File: src/rtl/nibble_frame_unpacker.sv
// Receive-side nibble frame reassembler: one header nibble (sync bit + tag)
// followed by NIB payload nibbles, presented as a tagged record.
module nibble_frame_unpacker #(
    parameter int NIB = 4
) (
    input  logic               clk,
    input  logic               rst,
    input  logic               in_valid,
    output logic               in_ready,
    input  logic [3:0]         in_data,
    output logic               out_valid,
    input  logic               out_ready,
    output logic [2:0]         out_tag,
    output logic [4*NIB-1:0]   out_data,
    output logic               err
);

    localparam int CW = $clog2(NIB + 1);

    typedef enum logic [2:0] {
        T_A = 3'd2,
        T_B = 3'd3,
        T_C = 3'd4
    } tag_t;

    typedef logic [3:0] nibble_t;

    typedef struct packed {
        tag_t                  tag;
        nibble_t [NIB-1:0]     data;
    } rec_t;

    typedef enum logic [1:0] {
        IDLE,
        PAYLOAD,
        HOLD
    } state_t;

    state_t          state_q, state_d;
    logic [CW-1:0]   cnt_q, cnt_d;
    rec_t            rec_q, rec_d;
    logic            err_q, err_d;

    logic            accept;
    logic            hdr_sync;
    logic            hdr_ok;
    logic [4*NIB+3:0] shifted;

    assign in_ready = (state_q != HOLD) || out_ready;
    assign accept   = in_valid && in_ready;
    assign hdr_sync = in_data[3];
    assign hdr_ok   = hdr_sync && (in_data[2:0] inside {3'd2, 3'd3, 3'd4});
    // Concatenate-then-truncate keeps the shift legal for NIB=1.
    assign shifted  = {rec_q.data, in_data};

    always_comb begin
        state_d = state_q;
        cnt_d   = cnt_q;
        rec_d   = rec_q;
        err_d   = 1'b0;

        if (state_q == PAYLOAD) begin
            if (accept) begin
                rec_d.data = shifted[4*NIB-1:0];
                cnt_d      = cnt_q + CW'(1);
                if (cnt_q == CW'(NIB - 1)) begin
                    state_d = HOLD;
                end
            end
        end else begin
            if (state_q == HOLD && out_ready) begin
                state_d = IDLE;
            end
            // Header handling is shared by IDLE and the HOLD release cycle.
            if (accept && hdr_sync) begin
                if (hdr_ok) begin
                    state_d   = PAYLOAD;
                    cnt_d     = '0;
                    rec_d.tag = tag_t'(in_data[2:0]);
                end else begin
                    err_d = 1'b1;
                end
            end
        end
    end

    always_ff @(posedge clk) begin
        if (rst) begin
            state_q <= IDLE;
            cnt_q   <= '0;
            rec_q   <= '0;
            err_q   <= 1'b0;
        end else begin
            state_q <= state_d;
            cnt_q   <= cnt_d;
            rec_q   <= rec_d;
            err_q   <= err_d;
        end
    end

    assign out_valid = (state_q == HOLD);
    assign out_tag   = rec_q.tag;
    assign out_data  = rec_q.data;
    assign err       = err_q;

endmodule

File: config.mk
export PLATFORM = sky130hd
export DESIGN_NAME = nibble_frame_unpacker
export DESIGN_NICKNAME = d
export VERILOG_FILES = /design/src/rtl/nibble_frame_unpacker.sv
export SDC_FILE = /design/constraint.sdc
export NUM_CORES = 1
export LEC_CHECK = 0
export ABC_AREA = 1
export CORE_MARGIN = 4
export CORE_UTILIZATION = 40
export CTS_BUF_LIST = sky130_fd_sc_hd__clkbuf_4 sky130_fd_sc_hd__clkbuf_8
export DETAILED_ROUTE_END_ITERATION = 6
export HOLD_SLACK_MARGIN = 0.08
export PLACE_DENSITY_LB_ADDON = 0.25
export SETUP_SLACK_MARGIN = 0.4
export SYNTH_ARGS = -nofsm -noshare
export SYNTH_HDL_FRONTEND = slang
export SYNTH_SLANG_ARGS = --single-unit
File: constraint.sdc
create_clock -name clk -period 1.3 [get_ports clk]
set_input_delay 0.195 -clock clk [delete_from_list [all_inputs] [get_ports clk]]
set_output_delay 0.195 -clock clk [all_outputs]
set_load 0.05 [all_outputs]
==> out/metrics.cfg <==
[place]
place_ws_ns=-0.1189
place.gp.congestion=0.7883
port-buffer-count=29
hpwl_um=1775
placedCellCount=187

[clocking]
cts_made_buffers=3
clk_pin_slew_ns=0.15
root_buffer=clkbuf_4
cts.path.max_buffers=2
cts_hold_buf=0
clk_latency_ns=0.33
htreeDepth=1
cts_tree=done
cts_sinks=25

[layout]
drive_gt1_frac=0.6455
n_fill_cell=84
num-nets-final=200
area_delta_synth_final_pct=110.9
fin_cells=217
insertedDiodeCount=0

[logic_synthesis]
synth.avg_cell_area_um2=7.790
syn_inst=124
synth_cell_types=18
yosysTopAreaCellShare=0.5181
ys_seq_elements=25
synth_top_cell_by_area=dfxtp_1
syn_area_um2=965.9
seq_area_frac_synth=0.5181
ys_top_cells_by_area=dfxtp_1 (52%), nand2_1 (16%), a21oi_1 (13%), inv_1 (2.7%), ha_1 (2.6%)
synth_nets=134
yosysWarningCount=0

[global_route]
track_usage=0.1972
grt_pass1_wl_um=5064
grt_start_max_net_pins=15
grt_pass1_vias=1086
antenna_found_initial=0
gr-total-overflow=0

[job]
cap_violations=0

[setup_path]
end_kind=output pin
cp_max_fo=2
crit_arrival_ns=1.19
required_ns=1.11
startpoint_type=register
critPathKind=reg -> out

[pwr]
pwr-share-comb=0.321
pwr-share-seq=0.468
swShare=0.3388
p_sw_mw=0.5874
internal_power_mw=1.146
power_density_nw_per_um2=851.2
clockPowerShare=0.211
ir_drop_v=0.0009586
p_leak_nw=0.8124

[floorplanning]
die_area_um2=3265
die_x_um=57.14
rows=17
io_pins=30
die_h_um=57.14
initial_core_util=0.4284
coreArea_um2=2255

[detailed_routing]
wl_per_cell_um=19.63
route.detailed.drc=0
drt-total-wl_um=4259
wl_met3_um=275
vias=1202
drtPass1Iterations=4
drt_iter0_markers=41
met2WireLength_um=2203
ant_nets=0
wirelength_met1_um=1655
vias_per_cell=5.539
highest_layer=met4

[timing]
worst_clock_skew_ns=0.01395
setup_violations=6
tightest_slew_ns=0.3710
setup_ws_ns=-0.08514
drv_slew=0
period_minus_slack_ns=1.385
fin_crit_sh=1.065
rsz0062_at_grt=true
finalSetupTns_ns=-0.1613
hold_viol_final=0
slew_headroom=0.7519
fmax_mhz=721.9

[run_status]
violations=negative setup slack
status=finished, violations left

[min_path]
hold_path_class=in -> reg

-- synthesized netlist by cell type, drive strengths merged --
cell type and count:
dfxtp 25, or2 1, nor3 1, inv 9, ha 2, buf 3, a21oi 26, o21ai 3
nand4 2, nor2 4, clkbuf 2, nand2 42, nand3 4
-- state kept, by name (all words and copies together) (netlist names) --
register  flops
out_data     16
cnt_q         3
state_q       2
err           1
out_tag       3
-- cells in the final DEF (no fill, tap or decap), drive strengths merged --
cell type	synthesis	routed
buf	3	57
nand2	42	42
a21oi	26	26
dfxtp	25	25
inv	9	10
clkdlybuf4s50	0	6
nor2	4	4
nand3	4	4
clkbuf	2	3
o21ai	3	3
nand4	2	2
ha	2	2
clkinv	0	2
nor3	1	1
or2	1	1
dlymetal6s2s	0	1
-- cell type report --
type                            instances  area [µm²]  share of cell area
Multi-Input combinational cell         85       550.5              0.2703
Clock buffer                            3       22.52             0.01106
Timing Repair Buffer                   64       802.0              0.3937
Tap cell                               28       35.03             0.01720
Sequential cell                        25       553.0              0.2715
Timing Repair inverter                  2       25.02             0.01229
Inverter                                9       43.79             0.02150
Clock inverter                          1       5.005            0.002457
-- logic make-up (layout without fill, tap and decap cells) --
kind of cell,after synthesis,after routing,synth area share
AOI/OAI and AO/OA,29,29,0.1502
adders and majority gates,2,2,0.02590
and+or+nand+nor,54,54,0.2345
buffers and inverters,14,79,0.07125
DFF,25,25,0.5181
-- timing repair --
action	in CTS	in global routing
pin swaps	11	9
setup buffers	15	8
gates cloned	3	0
setup endpoints to repair	47	47
gates resized for setup	58	27
endpoints found under the hold margin	0	0
-- power by group through the flow --
stage,registers [mW],clock network (mW),logic [mW]
CTS,0.812,0.355,0.455
global route,0.813,0.396,0.583
floorplan,0.883,0,0.157
detailed placement,0.839,0,0.371
finish,0.811,0.366,0.557
global placement,0.838,0,0.366
-- stage by stage --
step	cell area, µm²	util	total power [mW]	hold slack, ns
2_1_floorplan	998.5	-	1.040	0.2646
3_3_place_gp	1592	0.7059	1.204	0.4544
3_5_place_dp	1592	0.7059	1.210	0.4585
4_1_cts	1878	0.8330	1.623	0.4791
5_1_grt	2037	0.9034	1.792	0.4859
6_report	2037	0.9034	1.734	0.4703
-- per-layer routing --
| layer | GRT usage | vias to the layer above |
|---|---|---|
| met2 | 0.3328 | 57 |
| met4 | 0.07616 | 0 |
| met5 | 0 | - |
| met3 | 0.04299 | 14 |
| li1 | - | 538 |
| met1 | 0.2441 | 593 |
-- worst paths after layout --
path                  endpoint       start  slack [ns]  depth (start not counted)
hold / removal    out_data[13]    in_valid        0.47                          5
setup / recovery      in_ready  state_q[0]       -0.09                          4
setup reg to reg    out_tag[2]  state_q[0]       -0.02                          7
hold reg to reg       cnt_q[1]    cnt_q[1]        0.50                          2
-- worst max-delay path, stage by stage, from the launching register on --
cell and delay [ns]:
dfxtp_2 0.35, buf_6 0.11, nor2_4 0.18, nand2_8 0.08, buf_12 0.15
(Power assumes the default switching activity.)
